**config.mk**
```make
export PLATFORM = sky130hd
export DESIGN_NAME = fetch_stage
export DESIGN_NICKNAME = d
export VERILOG_FILES = /design/src/rtl/fetch_stage.sv
export SDC_FILE = /design/constraint.sdc
export NUM_CORES = 1
export LEC_CHECK = 0
export CORE_MARGIN = 2
export CORE_UTILIZATION = 45
export DETAILED_ROUTE_END_ITERATION = 8
export HOLD_SLACK_MARGIN = 0.02
export PLACE_DENSITY = 0.76
export SETUP_SLACK_MARGIN = 0.3
export SYNTH_ARGS = -nofsm -noshare
export SYNTH_HDL_FRONTEND = slang
export SYNTH_SLANG_ARGS = --single-unit
```
**constraint.sdc**
```tcl
create_clock -name clk -period 2.2 [get_ports clk]
set_clock_uncertainty 0.1 [all_clocks]
set_input_delay 0.44 -clock clk [delete_from_list [all_inputs] [get_ports clk]]
set_output_delay 0.44 -clock clk [all_outputs]
set_load 0.01 [all_outputs]
```
**src/rtl/fetch_stage.sv**
```systemverilog
// Instruction fetch stage: owns the PC, keeps one imem request in flight
// and drives the {valid, pc, instr} packet into the IF/ID register.
module fetch_stage #(
   parameter int                ADDR_W   = 32,
   parameter int                INSTR_W  = 32,
   parameter logic [ADDR_W-1:0] RESET_PC = '0,
   parameter int                PC_STEP  = 4
) (
   input  logic                      clk,
   input  logic                      reset,
   input  logic                      stall,
   input  logic                      branch_taken,
   input  logic [ADDR_W-1:0]         branch_target,
   output logic                      imem_req,
   output logic [ADDR_W-1:0]         imem_addr,
   input  logic                      imem_gnt,
   input  logic                      imem_rvalid,
   input  logic [INSTR_W-1:0]        imem_rdata,
   output logic [ADDR_W+INSTR_W:0]   fetch_packet,
   output logic                      busy
);

   typedef enum logic [1:0] {
      S_FETCH,
      S_WAIT,
      S_HOLD
   } state_t;

   state_t               state;
   logic [ADDR_W-1:0]    pc;
   logic [ADDR_W-1:0]    pc_req;
   logic [INSTR_W-1:0]   ibuf;
   logic                 squash;
   logic                 pkt_valid;
   logic [ADDR_W-1:0]    pkt_pc;
   logic [INSTR_W-1:0]   pkt_instr;

   assign imem_req     = reset && (state == S_FETCH);
   assign busy         = reset && (state == S_WAIT);
   assign imem_addr    = pc;
   assign fetch_packet = {pkt_valid, pkt_pc, pkt_instr};

   always_ff @(posedge clk or negedge reset) begin
      if (!reset) begin
         state     <= S_FETCH;
         pc        <= RESET_PC;
         pc_req    <= '0;
         ibuf      <= '0;
         squash    <= 1'b0;
         pkt_valid <= 1'b0;
         pkt_pc    <= '0;
         pkt_instr <= '0;
      end else begin
         if (!stall)
            pkt_valid <= 1'b0;
         if (branch_taken) begin
            // redirect wins: kill the packet and any wrong-path fetch
            pc        <= branch_target;
            pkt_valid <= 1'b0;
            case (state)
               S_FETCH: begin
                  if (imem_gnt) begin
                     pc_req <= pc;
                     squash <= 1'b1;
                     state  <= S_WAIT;
                  end
               end
               S_WAIT: begin
                  if (imem_rvalid) begin
                     squash <= 1'b0;
                     state  <= S_FETCH;
                  end else begin
                     squash <= 1'b1;
                  end
               end
               default: state <= S_FETCH;
            endcase
         end else begin
            case (state)
               S_FETCH: begin
                  if (imem_gnt) begin
                     pc_req <= pc;
                     pc     <= pc + ADDR_W'(PC_STEP);
                     state  <= S_WAIT;
                  end
               end
               S_WAIT: begin
                  if (imem_rvalid) begin
                     if (squash) begin
                        squash <= 1'b0;
                        state  <= S_FETCH;
                     end else if (!stall) begin
                        pkt_valid <= 1'b1;
                        pkt_pc    <= pc_req;
                        pkt_instr <= imem_rdata;
                        state     <= S_FETCH;
                     end else begin
                        ibuf  <= imem_rdata;
                        state <= S_HOLD;
                     end
                  end
               end
               S_HOLD: begin
                  if (!stall) begin
                     pkt_valid <= 1'b1;
                     pkt_pc    <= pc_req;
                     pkt_instr <= ibuf;
                     state     <= S_FETCH;
                  end
               end
               default: state <= S_FETCH;
            endcase
         end
      end
   end

endmodule

```
==> out/metrics.cfg <==
[cells_and_area]
layout_common_cells=dfrtp_1, mux2_2, clkdlybuf4s50_1
num_antenna_cells=0
seq_area_um2=4120
fin_nets=879
n_fill_cell=1037
multiInputGateArea_um2=3390
fin_area_um2=11100
final_common_cell=dfrtp_1
area_growth_syn_to_layout_pct=53.8
drive_gt1_share_pct=39.9

[clocking]
cts_made_buffers=17
cts-root-buf=clkbuf_16
cts_sinks=164
cts_buffer_depth=2
clkTransAtPathRegs_ns=0.06
clk_latency_ns=0.43
htreeDepth=4
cts_tree=yes

[placement]
dpl_cell_area_um2=9570
gp_congestion=0.844
io_buffer_count=168
dp_hpwl_um=12600

[worst_setup_path]
critPathKind=flip-flop to flip-flop
slowest_stage=or4_4
startpoint_type=flip-flop
path_max_fanout=6
required_ns=2.45
critPathCaptureType=flip-flop
arrival_ns=2.38
critPathMaxStageDelay_ns=0.44
path_cells=inv_2 -> ha_4 -> and4_1 -> buf_6 -> nand4_1 -> buf_4 -> or4_4 -> a31oi_4

[yosys]
yosys.area.top_type=dfrtp_1
netlist_area_um2=7250
synth_edf_count=0
netlist.area_leader.share_pct=56.6
syn-num-nets=634
avgSynthCellArea_um2=12.9
ys_ff_latch=164
ys.flop_type=dfrtp_1
yosys.cell_types.count=38
synthTopCellsByArea=dfrtp_1, mux2_2, or4_1, o31ai_1, a31oi_1
synth_warnings=0
synth_cells=560
synthArstFlopShare_pct=100
seq_area_frac_synth_pct=56.6

[routing]
viasPerCell=5.48
wire_per_inst_um=20.4
drc_errors=0
ant_nets=0
totalWireLength_um=21100
drt-pass1-iter-count=5
drt_iter0_drc=314
vias=5671

[floorplanning]
fp.dieW_um=131
coreArea_um2=15800
die_area_um2=17100
rows=46
die_h_um=131
start_util_pct=45.8
boundaryPins=169

[run]
max_cap_viol_count=0

[timing]
period_needed_ns=2.12
rsz0062_at_grt=true
min_period_over_period_pct=96.6
whs_ns=0.137
worst_slew_pin_slew_ns=1.10
drv_slew=0
maxSlewHeadroom_pct=26.4
max_freq_mhz=471
setup_viol=0
finalHoldViolations=0

[worst_hold_path]
min_path_type=input pin to asynchronous set/reset pin

[global_route]
grt_pass1_wl_um=30400
track_usage_pct=23.3
grt_pass1_vias=5794
gr-total-overflow=0
grt_max_degree=89
antenna_found_initial=0

[outcome]
status=completed

[pwr]
p_per_area_nw_per_um2=1250
vdd_drop_max_mv=0.704
p_leak_nw=5.21

[layer usage]
metal  share of wire (%)  global-route usage (%)
met5                   0                       0
met4                 2.5                    8.89
met3                 5.1                    4.56
met2                  50                    39.4
met1                  42                    29.7
[synth_stat cells (3+ instances only)]
cell type	n
buf_4	4
o31ai_1	17
inv_1	11
a21oi_1	3
mux2_2	159
o21ai_0	16
or4_1	18
clkbuf_1	22
dfrtp_1	164
xor2_1	7
ha_1	4
nand4_1	10
nand3_1	11
buf_1	3
a31oi_1	20
and3_1	4
buf_2	5
nor2_1	22
nand2_1	31
xnor2_1	3
and2_1	5
[layout make-up]
class | instances | area share (%)
repair buffers | 259 | 24.4
multi-input cells | 352 | 30.4
clock buffers | 20 | 4.19
clock inverters | 12 | 1.27
flip-flops and latches | 164 | 36.9
well taps | 216 | 2.42
inverters | 11 | 0.393
[registers in the layout, indices dropped and copies added (netlist names)]
name / cells
pkt_instr: 32
squash: 1
pkt_pc: 32
imem_addr: 32
ibuf: 32
pc_req: 32
state: 2
pkt_valid: 1
[where the power goes]
group	internal, mW	total [mW]	switching [mW]
clock network	1.78	3.06	1.28
registers	4.31	5.10	0.796
logic	3.67	5.81	2.14
[cell families after synthesis]
logic type / synth area share (%)
AOI/OAI and AO/OA: 5.64
adders and majority gates: 0.690
buffers and inverters: 2.78
xor gates and xnor gates: 1.21
DFF: 56.6
and+or+nand+nor: 8.23
muxes: 24.8
[worst paths after layout]
path / startpoint / end / slack, ns / cells after the start
setup / recovery: state[0]$_DFFE_PN0P_ / imem_addr[26]$_DFFE_PN0P_ / 0.08 / 8
hold / removal: reset / imem_addr[6]$_DFFE_PN0P_ / 0.14 / 2
setup reg to reg: state[0]$_DFFE_PN0P_ / imem_addr[26]$_DFFE_PN0P_ / 0.08 / 8
hold reg to reg: pc_req[13]$_DFFE_PN0P_ / pc_req[13]$_DFFE_PN0P_ / 0.39 / 2
max in group asynchronous: reset / imem_addr[5]$_DFFE_PN0P_ / 1.05 / 2
min in group clk: pc_req[13]$_DFFE_PN0P_ / pc_req[13]$_DFFE_PN0P_ / 0.39 / 2
[stage by stage]
stage / utilization [%] / TNS (ns) / std cells / total power, mW / setup WS [ns]
6_report: 70.4 / 0 / 1034 / 14.0 / 0.0757
3_5_place_dp: 60.5 / -9.63 / 952 / 9.98 / -0.156
5_1_grt: 70.4 / -0.00231 / 1034 / 14.6 / -0.00231
2_1_floorplan: - / 0 / 560 / 7.73 / 0.184
4_1_cts: 66.6 / 0 / 1017 / 13.3 / 0.128
3_3_place_gp: 60.5 / -7.04 / 952 / 9.72 / -0.122
[timing repair]
| item | CTS | global route |
|---|---|---|
| setup buffers | 27 | 12 |
| hold endpoints to repair | 6 | 0 |
| gates resized for setup | 68 | 115 |
| hold buffers | 1 | 0 |
| setup endpoints to repair | 146 | 158 |
| cloned | 5 | 5 |
| pin swaps | 17 | 20 |
[critical path, delay by kind of cell (launching register included)]
kind                       cells  cell delay, ns
DFF                            1            0.41
buffers and inverters          3            0.44
adders and majority gates      1            0.16
AOI/OAI and AO/OA              1            0.17
and+or+nand+nor                3            0.77
(Power assumes the default switching activity.)
